**src/rtl/satd_block_ctrl.sv**
```systemverilog
// Block sequencer for the row-parallel SATD datapath: fetches ROWS operand rows,
// streams them out, then sums per-row costs. Define SATD_CTRL_SAT_EN for a saturating accumulator.
module satd_block_ctrl #(
  parameter int ROWS  = 8,
  parameter int RES_W = 16,
  parameter int ACC_W = 20,
  localparam int AW   = (ROWS > 1) ? $clog2(ROWS) : 1
) (
  input  logic             clk,
  input  logic             rst,
  input  logic             start,
  input  logic             abort,
  output logic             busy,
  output logic             done,
  output logic [ACC_W-1:0] satd,
  output logic             rd_en,
  output logic [AW-1:0]    rd_addr,
  input  logic [63:0]      rd_org,
  input  logic [63:0]      rd_cur,
  output logic             dp_valid,
  output logic [63:0]      dp_org,
  output logic [63:0]      dp_cur,
  input  logic             dp_res_valid,
  input  logic [RES_W-1:0] dp_res
);

  localparam int CW = $clog2(ROWS + 1);
  localparam logic [AW-1:0] LAST_ROW = AW'(ROWS - 1);
  localparam logic [CW-1:0] LAST_RES = CW'(ROWS - 1);

  typedef enum logic [1:0] {S_IDLE, S_FETCH, S_DRAIN, S_DONE} state_t;

  state_t           state_q, state_d;
  logic [AW-1:0]    row_cnt;
  logic [CW-1:0]    res_cnt;
  logic [ACC_W-1:0] acc;
  logic [ACC_W-1:0] satd_q;
  logic             vld_p1;
  logic             accept;
  logic             collect;
  logic             last_res;

  function automatic logic [ACC_W-1:0] acc_add(input logic [ACC_W-1:0] a,
                                               input logic [RES_W-1:0] b);
    logic [ACC_W:0] sum;
    sum = {1'b0, a} + (ACC_W + 1)'(b);
`ifdef SATD_CTRL_SAT_EN
    return sum[ACC_W] ? {ACC_W{1'b1}} : sum[ACC_W-1:0];
`else
    return sum[ACC_W-1:0];
`endif
  endfunction

  assign accept   = (state_q == S_IDLE) && start && !abort;
  assign collect  = ((state_q == S_FETCH) || (state_q == S_DRAIN)) && dp_res_valid;
  assign last_res = collect && (res_cnt == LAST_RES);

  always_ff @(posedge clk or posedge rst) begin
    if (rst) state_q <= S_IDLE;
    else     state_q <= state_d;
  end

  always_comb begin
    state_d = state_q;
    case (state_q)
      S_IDLE:  if (accept) state_d = S_FETCH;
      S_FETCH: begin
        if (abort)                    state_d = S_IDLE;
        else if (last_res)            state_d = S_DONE;
        else if (row_cnt == LAST_ROW) state_d = S_DRAIN;
      end
      S_DRAIN: begin
        if (abort)         state_d = S_IDLE;
        else if (last_res) state_d = S_DONE;
      end
      default: state_d = S_IDLE;
    endcase
  end

  // An abort in DONE suppresses the pulse and the result update in the same cycle.
  always_comb begin
    busy    = (state_q != S_IDLE);
    rd_en   = (state_q == S_FETCH);
    rd_addr = row_cnt;
    done    = (state_q == S_DONE) && !abort;
    satd    = done ? acc : satd_q;
  end

  always_ff @(posedge clk or posedge rst) begin
    if (rst) begin
      row_cnt <= '0;
      res_cnt <= '0;
      acc     <= '0;
      satd_q  <= '0;
    end else begin
      if (accept) begin
        row_cnt <= '0;
        res_cnt <= '0;
        acc     <= '0;
      end else begin
        if ((state_q == S_FETCH) && (row_cnt != LAST_ROW)) row_cnt <= row_cnt + AW'(1);
        if (collect) begin
          res_cnt <= res_cnt + CW'(1);
          acc     <= acc_add(acc, dp_res);
        end
      end
      if (done) satd_q <= acc;
    end
  end

  // p1: buffer data is valid this cycle; p2: registered row presented to the datapath
  always_ff @(posedge clk or posedge rst) begin
    if (rst) begin
      vld_p1   <= 1'b0;
      dp_valid <= 1'b0;
      dp_org   <= '0;
      dp_cur   <= '0;
    end else begin
      vld_p1   <= rd_en && !abort;
      dp_valid <= vld_p1 && !abort;
      if (vld_p1) begin
        dp_org <= rd_org;
        dp_cur <= rd_cur;
      end
    end
  end

endmodule

```
**config.mk**
```make
export PLATFORM = sky130hd
export DESIGN_NAME = satd_block_ctrl
export DESIGN_NICKNAME = d
export VERILOG_FILES = /design/src/rtl/satd_block_ctrl.sv
export SDC_FILE = /design/constraint.sdc
export NUM_CORES = 1
export LEC_CHECK = 0
export ABC_AREA = 0
export BUFFER_PORTS_ARGS = -buffer_cell sky130_fd_sc_hd__buf_2
export CAP_MARGIN = 15
export CORE_MARGIN = 4
export CORE_UTILIZATION = 54
export CTS_BUF_LIST = sky130_fd_sc_hd__clkbuf_8
export DETAILED_ROUTE_END_ITERATION = 12
export PLACE_DENSITY = 0.87
export SYNTH_ARGS = -nofsm -noshare
export SYNTH_HDL_FRONTEND = slang
export SYNTH_SLANG_ARGS = --single-unit
```
**constraint.sdc**
```tcl
create_clock -name clk -period 16.3 [get_ports clk]
set_input_delay 2.445 -clock clk [delete_from_list [all_inputs] [get_ports clk]]
set_output_delay 2.445 -clock clk [all_outputs]
set_load 0.02 [all_outputs]
```
==> results.md, run 1 <==
- The run finished with clean final reports.
- The biggest fanout along the worst timing path is 21.
- The average wire length per cell after detail routing is 18.8 µm.
- Leaving out fill and tap cells, the most frequent cells in the layout are sky130_fd_sc_hd__buf_2 (303), sky130_fd_sc_hd__dfrtp_1 (178), sky130_fd_sc_hd__mux2_2 (148), sky130_fd_sc_hd__nand2_1 (42), sky130_fd_sc_hd__a21oi_1 (31).
- Across the run, the number of max-cap violations was 0.
- The worst hold margin is 500 ps.
- Summing over every cut layer, the via total after detailed routing is 5930.
- The type of the worst setup path is in -> out.
- The final standard cell utilization of the core is 70.5%.
- The family of cells with the greatest summed delay on the critical path is simple AND/OR/NAND/NOR gates.
- For this design the static power due to leakage is 4.86 nW.
- The post-synth design cell area is 7800 µm².
- The floorplan step defined a die boundary enclosing 16400 µm².
- The number of global-route vias before repair is 5972.
- The count of mapped cells out of synthesis is 598.
- The critical path goes through buf_2 > nor2b_2 > mux2_2 > buf_2.
- The startpoint of the worst-slack reg-to-reg timing path is acc[0]$_DFFE_PP0P_.
- The smallest clock period supported by the final layout is computed as 6510 ps.
- The worst path meets setup with 9790 ps of slack.
- For the pin with the worst max-slew slack, the measured transition is 1110 ps.
- In this run the critical register-to-register path is captured at acc[18]$_DFFE_PP0P_.
- The startpoint type of the worst setup path is an input pin.
- Headroom to the max-slew limit came out at 26.0%.
- The die extent in y is 128 µm.
- The number of iterations in the first detailed-routing pass is 7.
- After filler insertion, the fill cell instance count of the layout stands at 1007.
- Yosys mapped a number of flops with a built-in enable equal to 0.
- The upper clock frequency limit is 154 MHz.
- The setup slack of the worst register-to-register path is 13720 ps.
- The later pin in the worst-skew pair is clocked with a latency of 460 ps.
- The overall power of the completed layout is 2.09 mW.
- The routability congestion estimate is 0.941.
- Using the TritonRoute via totals, the vias-per-cell ratio works out to 5.42.
- The number of CTS-inserted buffers is 17.
- In this run the power density over the cells is 211 nW/µm².
- Entering global routing, the biggest net connects 98 pins.
- Leaving out fill and tap cells, the most frequent cell in the layout is sky130_fd_sc_hd__buf_2.
- Cells with a size suffix above 1 make up 54.2% of the layout.
- The dominant cell type by count on the critical path is sky130_fd_sc_hd__buf_2.
- A synthesized cell averages 13.0 µm².
- Summing all placed instances gives a cell area of 9460 µm².
- The number of gates on the worst path with buffers counted is 4.
- After synthesis, the share of flip-flops with an asynchronous set or reset is 100%.
- The number of buffers on the longest clock path is 2.
- For the final routed database, the setup TNS stands at 0 ps.
- Wires add up to 20600 µm.
- The post-cts repair resize count is 0.
- The number of setup buffers added after CTS is 0.
- During synthesis, Yosys emitted a total of 0 warnings.
- The post-route antenna net violation count is 0.
- The width of the die is 128 µm.
- STA classifies the critical path endpoint as a primary output.
- In this design, the stage delay of the slowest critical-path cell is 850 ps.
- The core region is 14000 µm².
- The final hold violation count is 0.
- The synthesized netlist contains 51 unique library cells.
- The number of placed instances, taps included, is 1056.
- At the placement stage, the worst setup path has a slack of 9790 ps.
- 304 I/O pins were placed.
- The root buffer cell is sky130_fd_sc_hd__clkbuf_8.
- The row count is 43.
- The number of levels in the clock H-tree is 4.
- The most critical setup path has its startpoint at abort.
- The type of the tightest min-delay check is reg -> reg.
- The sequential fraction of the synthesis area is 57.4%.
- The maximum vdd drop is 0.0898 mV.
- The critical-path cell with the highest stage delay is sky130_fd_sc_hd__nor2b_2.
- The total number of clock tree sinks is 179.
- The number of nets in the layout is 1069.
- The count of pins over their slew limit is 0.
- The arrival time at the worst endpoint is 4060 ps.
- The clock tree from TritonCTS is yes.
- The register bit total from synthesis is 179.
- The DRC marker count from the first detailed-route iteration is 297.
- The final critical-path share of the clock period is 39.9%.
- The number of antenna violations at the first check in global routing came to 9.
- The final instance count without filler cells is 1095.
- The endpoint required time on the critical path is 13860 ps.
- The clock arrives with 13.7 ps of skew.
- Setup violations remaining at the end of the flow were counted as 0.
- The starting density of the core is 55.7%.
- The number of buffers added on ports is 303.
- Summed over all layers, the global routing overflow is 0.
- Summing all non-filler instances in the final layout gives an area of 9860 µm².
- The area growth from synthesis to final layout is 26.5%.
- In the synthesized netlist the dominant register cell turns out to be sky130_fd_sc_hd__dfrtp_1.
- Setup repair after global routing left no endpoint under its margin.
- The number of buffers and inverters on the critical path is 2.
- The wire length of the first global-routing pass is 31200 µm.
- Counting cells, the worst reg-to-reg path comes to 9.
- The number of nets handed over by synthesis was 772.
- In this run the worst setup path terminates at satd[15].
- The global routing usage summed across all routing layers is 24.6%.
- The total of hold buffers inserted after clock tree synthesis is 0.
- The DRC violation count after routing is 0.
- The HPWL after detailed placement is 15800 µm.
- The clock-pin slew on the worst setup and hold paths is 80 ps.
cell type report:
class / instances / area (µm²) / area share, %
flip-flops and latches: 179 / 4480 / 45.4
multi-input cells: 382 / 3180 / 32.2
repair buffers: 305 / 1530 / 15.5
clock buffers: 18 / 248 / 2.51
well taps: 180 / 225 / 2.28
clock inverters: 12 / 133 / 1.34
inverters: 10 / 42.5 / 0.431
diodes: 9 / 22.5 / 0.228
sequential cells by signal (all words and copies together) (netlist names):
name / flops
acc: 20
dp_cur: 64
dp_org: 64
dp_valid: 1
rd_addr: 3
res_cnt: 4
satd_q: 20
state_q: 2
vld_p1: 1
routing by layer:
metal	global-route usage (%)	vias up	part of all wire, %
met5	0	-	0.068
met4	10.9	2	3.0
met3	5.67	45	6.4
met2	43.0	229	53
met1	28.9	2909	38
li1	-	2745	-
power by group:
| part | switching, mW | internal [mW] | total [mW] | leakage [nW] |
|---|---|---|---|---|
| Sequential | 0.134 | 0.656 | 0.790 | 2.17 |
| Combinational | 0.581 | 0.422 | 1.00 | 2.50 |
| Clock | 0.154 | 0.139 | 0.293 | 0.187 |
cells in the mapped netlist (2+ instances only):
cell	n	area, µm²
sky130_fd_sc_hd__clkbuf_1	23	86.3
sky130_fd_sc_hd__nor2_1	21	78.8
sky130_fd_sc_hd__nand3_1	10	50.1
sky130_fd_sc_hd__inv_1	10	37.5
sky130_fd_sc_hd__mux2i_1	2	20.0
sky130_fd_sc_hd__a31oi_1	4	25.0
sky130_fd_sc_hd__and3_1	3	18.8
sky130_fd_sc_hd__ha_1	24	300
sky130_fd_sc_hd__nand2b_1	2	12.5
sky130_fd_sc_hd__xnor2_1	6	52.6
sky130_fd_sc_hd__buf_1	2	7.51
sky130_fd_sc_hd__or3_1	2	12.5
sky130_fd_sc_hd__and2_1	5	31.3
sky130_fd_sc_hd__nor2b_1	8	50.1
sky130_fd_sc_hd__a21oi_1	31	155
sky130_fd_sc_hd__o2111ai_1	3	26.3
sky130_fd_sc_hd__nand2_1	42	158
sky130_fd_sc_hd__o22ai_1	2	12.5
sky130_fd_sc_hd__xor2_1	6	52.6
sky130_fd_sc_hd__nor3_1	8	40.0
sky130_fd_sc_hd__o21ai_0	16	80.1
sky130_fd_sc_hd__a21o_1	5	37.5
sky130_fd_sc_hd__o21a_1	6	45.0
sky130_fd_sc_hd__a21boi_0	2	15.0
sky130_fd_sc_hd__dfrtp_1	179	4480
sky130_fd_sc_hd__and4_2	2	20.0
sky130_fd_sc_hd__a41oi_1	3	26.3
sky130_fd_sc_hd__mux2_2	148	1670
worst min path at each step:
| stage | start | cells after the start | endpoint | slack [ps] |
|---|---|---|---|---|
| 6_report | satd_q[5]$_DFF_PP0_ | 1 | satd_q[5]$_DFF_PP0_ | 500 |
| 5_1_grt | satd_q[14]$_DFF_PP0_ | 1 | satd_q[14]$_DFF_PP0_ | 520 |
| 4_1_cts | satd_q[4]$_DFF_PP0_ | 1 | satd_q[4]$_DFF_PP0_ | 500 |
| 3_5_place_dp | satd_q[4]$_DFF_PP0_ | 1 | satd_q[4]$_DFF_PP0_ | 480 |
| 3_3_place_gp | satd_q[13]$_DFF_PP0_ | 1 | satd_q[13]$_DFF_PP0_ | 480 |
| 2_1_floorplan | acc[14]$_DFFE_PP0P_ | 2 | acc[14]$_DFFE_PP0P_ | 490 |
kinds of logic after synthesis:
| kind of cell | after synthesis | share of synthesized area [%] |
|---|---|---|
| AOI/OAI and AO/OA | 84 | 6.84 |
| xor gates and xnor gates | 12 | 1.35 |
| adders and majority gates | 25 | 4.11 |
| buffers and inverters | 37 | 1.81 |
| DFF | 179 | 57.4 |
| muxes | 150 | 21.6 |
| and+or+nand+nor | 111 | 6.82 |
worst register-to-register path: stages, from the launching register on:
cell                        delay [ps]
sky130_fd_sc_hd__dfrtp_1           380
sky130_fd_sc_hd__ha_1              190
sky130_fd_sc_hd__inv_1              60
sky130_fd_sc_hd__fa_1              380
sky130_fd_sc_hd__nor2b_1           250
sky130_fd_sc_hd__o2111ai_1         220
sky130_fd_sc_hd__a31oi_1           330
sky130_fd_sc_hd__a41oi_1           210
sky130_fd_sc_hd__or3_1             330
sky130_fd_sc_hd__a21oi_1           150
Power figures use the tool's default switching activity.
==> run 2: changes to the inputs <==
CORE_UTILIZATION = 46   (was 54)
PLACE_DENSITY = 0.79   (was 0.87)
clock period = 5.5 ns   (was 16.3 ns; I/O delays follow)
==> results.md, run 2 (synthesized netlist as in run 1, its figures left out) <==
- In the final layout, the multi-input gates occupy 3180 µm².
- The die covers 19100 µm².
- The HPWL after detailed placement is 15600 µm.
- In this run the power density over the cells is 623 nW/µm².
- From synthesis to final layout, the design area changed by 27.8%.
- The register area is 4480 µm².
- The type of the tightest min-delay check is in -> async.
- Fill cells in the final layout number 1362.
- Based on the critical path, the design can be clocked at up to 300 MHz.
- Setup violations remaining at the end of the flow were counted as 0.
- The global routing usage summed across all routing layers is 21.2%.
- In this run the worst path has a maximum fanout of 21.
- The endpoint class of the critical path is a primary output.
- Across the run, the number of max-cap violations was 0.
- The run finished with clean final reports.
- Detailed routing inserted a total of 5815 vias.
- At the placement stage, the worst setup path has a slack of 2210 ps.
- The number of top-level pins is 304.
- After detailed placement, the design holds a cell count of 1097.
- The setup path with the least slack is of type reg -> out.
- Setup repair after global routing left no endpoint under its margin.
- The clock tree from TritonCTS is yes.
- The arrival time at the worst endpoint is 2510 ps.
- Using the TritonRoute via totals, the vias-per-cell ratio works out to 5.12.
- The root buffer cell is sky130_fd_sc_hd__clkbuf_8.
- The routability congestion estimate is 0.919.
- The summed area of non-filler cells in the final layout is 9960 µm².
- Dividing the detail-routed wire length by the instance count gives 17.8 µm.
- After detailed routing, the total wire length is 20200 µm.
- After clock tree synthesis, the clock-pin slew on the worst setup and hold paths is 110 ps.
- At the later pin of the worst-skew pair, clock insertion delay measures 460 ps.
- After routing, the total negative slack on setup checks comes to 0 ps.
- The top cell types in the final layout, fill and taps aside, are sky130_fd_sc_hd__buf_2 (303), sky130_fd_sc_hd__dfrtp_1 (178), sky130_fd_sc_hd__mux2_2 (148), sky130_fd_sc_hd__nand2_1 (42), sky130_fd_sc_hd__a21oi_1 (31).
- The total grt overflow is 0.
- The first global-routing pass estimated 32500 µm of wire.
- The worst hold margin is 463 ps.
- The die is 138 µm tall.
- In this run the core area contains 47 standard-cell rows.
- The tree built by TritonCTS fans out to 179 sinks.
- The startpoint type of the worst setup path is a register.
- The largest registers in the layout are dp_cur x64, dp_org x64.
- Excluding fillers, the count of instances in the completed layout stands at 1136.
- Power comes to 6.21 mW.
- The final hold violation count was 0.
- VDD sags by at most 0.303 mV.
- The final clock skew is 18.1 ps.
- The net count of the finished layout is 1070.
- The count of nets left with antenna violations once routing finished came out at 0.
- The post-cts repair resize count is 0.
- The most common cell after layout, fill and taps aside is sky130_fd_sc_hd__buf_2.
- The starting density of the core is 47.0%.
- The number of iterations in the first detailed-routing pass is 4.
- The final standard cell utilization of the core is 60.1%.
- The number of antenna violations at the first check in global routing is 8.
- In the final layout, the share of cells above drive strength 1 is 54.3%.
- The worst setup slack after layout is 2160 ps.
- At the pin with the least slew margin, the transition time is 1100 ps.
- The area of the core is 16600 µm².
- The number of buffers on the longest clock path is 2.
- The final critical-path share of the clock period is 60.6%.
- The count of pins over their slew limit is 0.
- The number of levels in the clock H-tree is 4.
- The worst register-to-register path has a depth of 9.
- Buffers inserted to repair hold after CTS numbered 0.
- The endpoint required time on the critical path is 4680 ps.
- The first routing iteration left 242 violations.
- The cell area after placement is 9530 µm².
- In the routed design, unresolved DRC markers number 0.
- The number of global-route vias before repair is 5950.
- The number of buffers added on ports is 303.
- Summed over all cells, the static leakage comes to 4.88 nW.
- The width of the die is 138 µm.
- Counting the buffers created by CTS gives 17.
- Headroom to the max-slew limit came out at 26.5%.
- The final critical delay including setup and external delays is 3340 ps.
- Once the clock tree was built, the setup fixing pass inserted 0 buffers.
- The largest net degree at the start of global routing is 96.
## run 2: cell count changes in the layout (fill, tap and decap cells not counted), sizes merged
cell	previous run	this run
inv	12	18
diode	9	7
buf	305	306
bufinv	2	1
clkbuf	18	17
clkinv	5	4
clkinvlp	3	2
## run 2: final cells by class
type | count | share of cell area [%]
inverters | 10 | 0.414
well taps | 220 | 2.76
repair buffers | 306 | 15.6
clock buffers | 17 | 2.35
multi-input cells | 382 | 31.9
clock inverters | 15 | 1.83
flip-flops and latches | 179 | 45.0
diodes | 7 | 0.176
## run 2: path summary, 6_finish.rpt
| kind | startpoint | end | slack (ps) |
|---|---|---|---|
| min reg2reg | satd_q[1]$_DFF_PP0_ | satd_q[1]$_DFF_PP0_ | 500 |
| min | rst | dp_cur[35]$_DFFE_PP0P_ | 460 |
| min in group clk | satd_q[1]$_DFF_PP0_ | satd_q[1]$_DFF_PP0_ | 500 |
| max reg2reg | acc[0]$_DFFE_PP0P_ | acc[18]$_DFFE_PP0P_ | 2940 |
| max in group asynchronous | rst | vld_p1$_DFF_PP0_ | 3810 |
| max | state_q[0]$_DFFE_PP0P_ | satd[18] | 2160 |
## run 2: routing by layer
metal | GRT usage (%) | part of all wire, % | up-vias
li1 | - | - | 2744
met1 | 26.4 | 40 | 2821
met2 | 36.4 | 52 | 216
met3 | 5.35 | 5.6 | 32
met4 | 6.92 | 2.2 | 2
met5 | 0 | 0.035 | -
## run 2: power breakdown
part	leakage [nW]	switching (mW)	internal (mW)
Combinational	2.51	1.72	1.25
Sequential	2.17	0.370	1.94
Clock	0.210	0.539	0.391
Total	4.88	2.63	3.58
## run 2: critical path: stages, from the launching register on
cell                      delay [ps]
sky130_fd_sc_hd__dfrtp_1         430
sky130_fd_sc_hd__ha_1            160
sky130_fd_sc_hd__nor2b_2         860
sky130_fd_sc_hd__mux2_2          430
sky130_fd_sc_hd__buf_2           160
==> run 3: changes to the inputs <==
ABC_AREA = 1   (was 0)
CORE_UTILIZATION = 51   (was 46)
PLACE_DENSITY = 0.83   (was 0.79)
clock period = 3.15 ns   (was 5.5 ns; I/O delays follow)
==> results.md, run 3 <==
- The flow ran to the end, and the final reports show no timing, DRC or antenna violations.
- The clock tree from TritonCTS is yes.
- The detail-routed via count per cell is 4.92.
- The die extent in y is 133 µm.
- The critical-path cell with the highest stage delay is sky130_fd_sc_hd__dfrtp_1.
- The post-synth design cell area is 8000 µm².
- The most common cell after layout, fill and taps aside is sky130_fd_sc_hd__nand2_1.
- Detailed routing inserted a total of 7372 vias.
- Ranked by total cell area, the synthesized netlist is headed by sky130_fd_sc_hd__dfrtp_1 (56%), sky130_fd_sc_hd__nand2_1 (24%), sky130_fd_sc_hd__ha_1 (3.8%).
- The power density of the placed cells is 1040 nW/µm².
- The final sum of negative setup slack is 0 ps.
- The largest registers in the layout are dp_cur x64, dp_org x64.
- From synthesis to final layout, the design area changed by 27.1%.
- On the worst path, the slowest cell contributes a delay of 450 ps.
- The die outline area is 17800 µm².
- The worst setup slack after layout is 438 ps.
- The average wire length per cell after detail routing is 15.4 µm.
- By count the netlist is led by sky130_fd_sc_hd__nand2_1 (519), sky130_fd_sc_hd__dfrtp_1 (179), sky130_fd_sc_hd__inv_1 (51).
- The arrival time at the worst endpoint is 2240 ps.
- Setup repair after global routing left no endpoint under its margin.
- The number of iterations in the first detailed-routing pass is 5.
- In this design, the largest share of critical-path delay is due to buffers and inverters.
- The mean post-synth cell area is 8.25 µm².
- For this design, the sink count on the clock tree is 179.
- The clock passes through at most 2 buffers.
- The actual transition at the worst max-transition pin is 966 ps.
- The final standard cell utilization of the core is 66.6%.
- The DRC violation count after routing is 0.
- The total overflow left after global routing is 0.
- Detailed placement ended at an HPWL of 17600 µm.
- Summing the sequential cell areas from Yosys gives 56.0% of the chip area.
- The top cell types in the final layout, fill and taps aside, are sky130_fd_sc_hd__nand2_1 (519), sky130_fd_sc_hd__buf_2 (303), sky130_fd_sc_hd__dfrtp_1 (178), sky130_fd_sc_hd__inv_1 (49), sky130_fd_sc_hd__nor2_1 (36).
- The count of flip-flops with a built-in enable after synthesis is 0.
- The root buffer cell chosen for the clock tree is sky130_fd_sc_hd__clkbuf_8.
- The startpoint of the worst-slack reg-to-reg timing path is acc[0]$_DFFE_PP0P_.
- The number of buffers added on ports is 303.
- The biggest fanout along the worst timing path is 19.
- The die is 133 µm wide.
- The pre-CTS setup slack is 837 ps.
- The register area is 4480 µm².
- The critical path goes through ha_1 > nand2_1 > buf_4 > o21ai_0 > buf_2.
- The analysis attributes to cell leakage a power of 5.96 nW.
- For met3 alone, demand over resource in global routing was 6.87%.
- The commonest register cell after synthesis is sky130_fd_sc_hd__dfrtp_1.
- The type of the tightest min-delay check is in -> async.
- The most used routing layer is met2.
- For this design the top-level I/O count stands at 304.
- The register bit total from synthesis is 179.
- The worst setup path is of the reg -> out kind.
- sky130_fd_sc_hd__nand2_1 is the most common cell in the netlist.
- The count of pins over their slew limit is 0.
- Cells with a size suffix above 1 make up 30.2% of the layout.
- Once the floorplan was initialized, standard cells occupied 52.4% of the core.
- The number of global-route vias before repair is 7116.
- The initialized floorplan defines 45 standard-cell rows.
- The worst setup path is launched from a register.
- The clock reaches the later pin of the worst-skew pair after 460 ps.
- The final critical-path share of the clock period is 86.1%.
- The H-tree was split into 4 levels.
- The largest net degree at the start of global routing is 99.
- The endpoint class of the critical path is a primary output.
- The worst-case IR drop observed on VDD is 0.415 mV.
- The number of max-capacitance violations reported is 0.
- The upper clock frequency limit is 369 MHz.
- Clock skew on the completed layout was measured at 13.2 ps.
- The fraction of post-synthesis cell area in the top cell type by area is 56.0%.
- The number of antenna violations at the first check in global routing is 6.
- The count of different cell masters after synthesis is 36.
- Routability-driven placement finished with a final weighted congestion of 0.902.
- The number of buffers and inverters on the critical path is 2.
- The net count of the finished layout is 1441.
- In this run the tightest slew margin relative to its limit is 35.6%.
- For the worst setup path, the data required time is 2680 ps.
- For this design, the CTS-stage hold fixing added 0 buffers.
- The total number of yosys warnings is 0.
- The worst register-to-register path has a depth of 13.
- The global routing usage summed across all routing layers is 25.8%.
- The critical path crosses 5 cells after its start point.
- The filler cell count is 1295.
- The total area of multi-input combinational cells is 3150 µm².
- The area of the core is 15300 µm².
- Global routing consumed, on the met2 layer, 43.0% of the routing resources.
- The critical path starts at state_q[0]$_DFFE_PP0P_.
- The final number of setup-violating endpoints is 0.
- The async set or reset register ratio after synthesis is 100%.
- The number of nets in the synthesized netlist is 1143.
- The count of mapped cells out of synthesis is 969.
- The routed design has 23000 µm of wire.
- In this run, CTS created clock tree buffers numbering 17.
- The cell taking the most area after synthesis is sky130_fd_sc_hd__dfrtp_1.
- The routing usage on met1 is 31.7%.
- The number of setup buffers added after CTS is 0.
- After clock tree synthesis, the repair step resized 0 gates.
- The final hold violation count is 0.
- The post-route antenna net violation count is 0.
- The clock-pin slew on the worst setup and hold paths is 90 ps.
- For this block, the initial DRC count from the detailed router was 505.
- The first global-routing pass estimated 36500 µm of wire.
- Subtracting the final worst setup slack from the clock period gives 2710 ps.
## run 3: cell types whose count changed in the layout (fill, tap and decap cells not counted), moves of 8 or more
cell	delta
sky130_fd_sc_hd__a21oi_1	-9
sky130_fd_sc_hd__nand2_2	+8
sky130_fd_sc_hd__mux2_2	-148
sky130_fd_sc_hd__o21ai_0	+11
sky130_fd_sc_hd__nand2_1	+477
sky130_fd_sc_hd__inv_1	+40
sky130_fd_sc_hd__nor2_1	+15
## run 3: logic make-up (layout without fill, tap and decap cells)
kind of cell	Yosys count	after routing	share of synthesized area (%)
other	0	6	0
XOR/XNOR	1	1	0.110
AND/OR/NAND/NOR	605	605	30.2
buffers and inverters	90	401	4.58
AO/OA/AOI/OAI	69	69	5.07
adder cells (fa/ha/maj)	25	25	4.00
flip-flops	179	179	56.0
## run 3: cell type report
cell class                 count  share of cell area, %
clock buffer                  18                   2.44
clock inverter                14                   1.66
sequential                   179                   44.1
inverter                      57                   2.20
multi-input combinational    700                   31.0
antenna                        6                  0.148
tap                          211                   2.60
timing repair buffer         312                   15.8
## run 3: worst paths after layout
kind                                     endpoint  slack (ps)
hold / removal                satd_q[8]$_DFF_PP0_         170
max in group asynchronous    satd_q[19]$_DFF_PP0_        2160
min in group clk            dp_org[2]$_DFFE_PP0P_         200
setup reg to reg              acc[12]$_DFFE_PP0P_        1180
setup / recovery                          satd[8]         440
hold reg to reg            dp_cur[61]$_DFFE_PP0P_         470
## run 3: power by group
group	switching, mW	internal [mW]
Combinational	3.47	1.58
Sequential	0.563	3.34
Clock	0.874	0.751
## run 3: metrics by stage
step / instance area [µm²] / hold WS, ps / cells / total power [mW]
floorplan: 8000 / 475 / 969 / 7.22
global placement: 9730 / 448 / 1459 / 8.84
detailed placement: 9730 / 453 / 1459 / 9.02
CTS: 10100 / 176 / 1491 / 10.7
global route: 10200 / 183 / 1497 / 11.4
finish: 10200 / 173 / 1497 / 10.6
## run 3: metal layers
metal | wire length [µm] | part of all wire, %
met5 | 0 | 0
met4 | 751 | 3.3
met3 | 1670 | 7.2
met2 | 11600 | 50
met1 | 9060 | 39
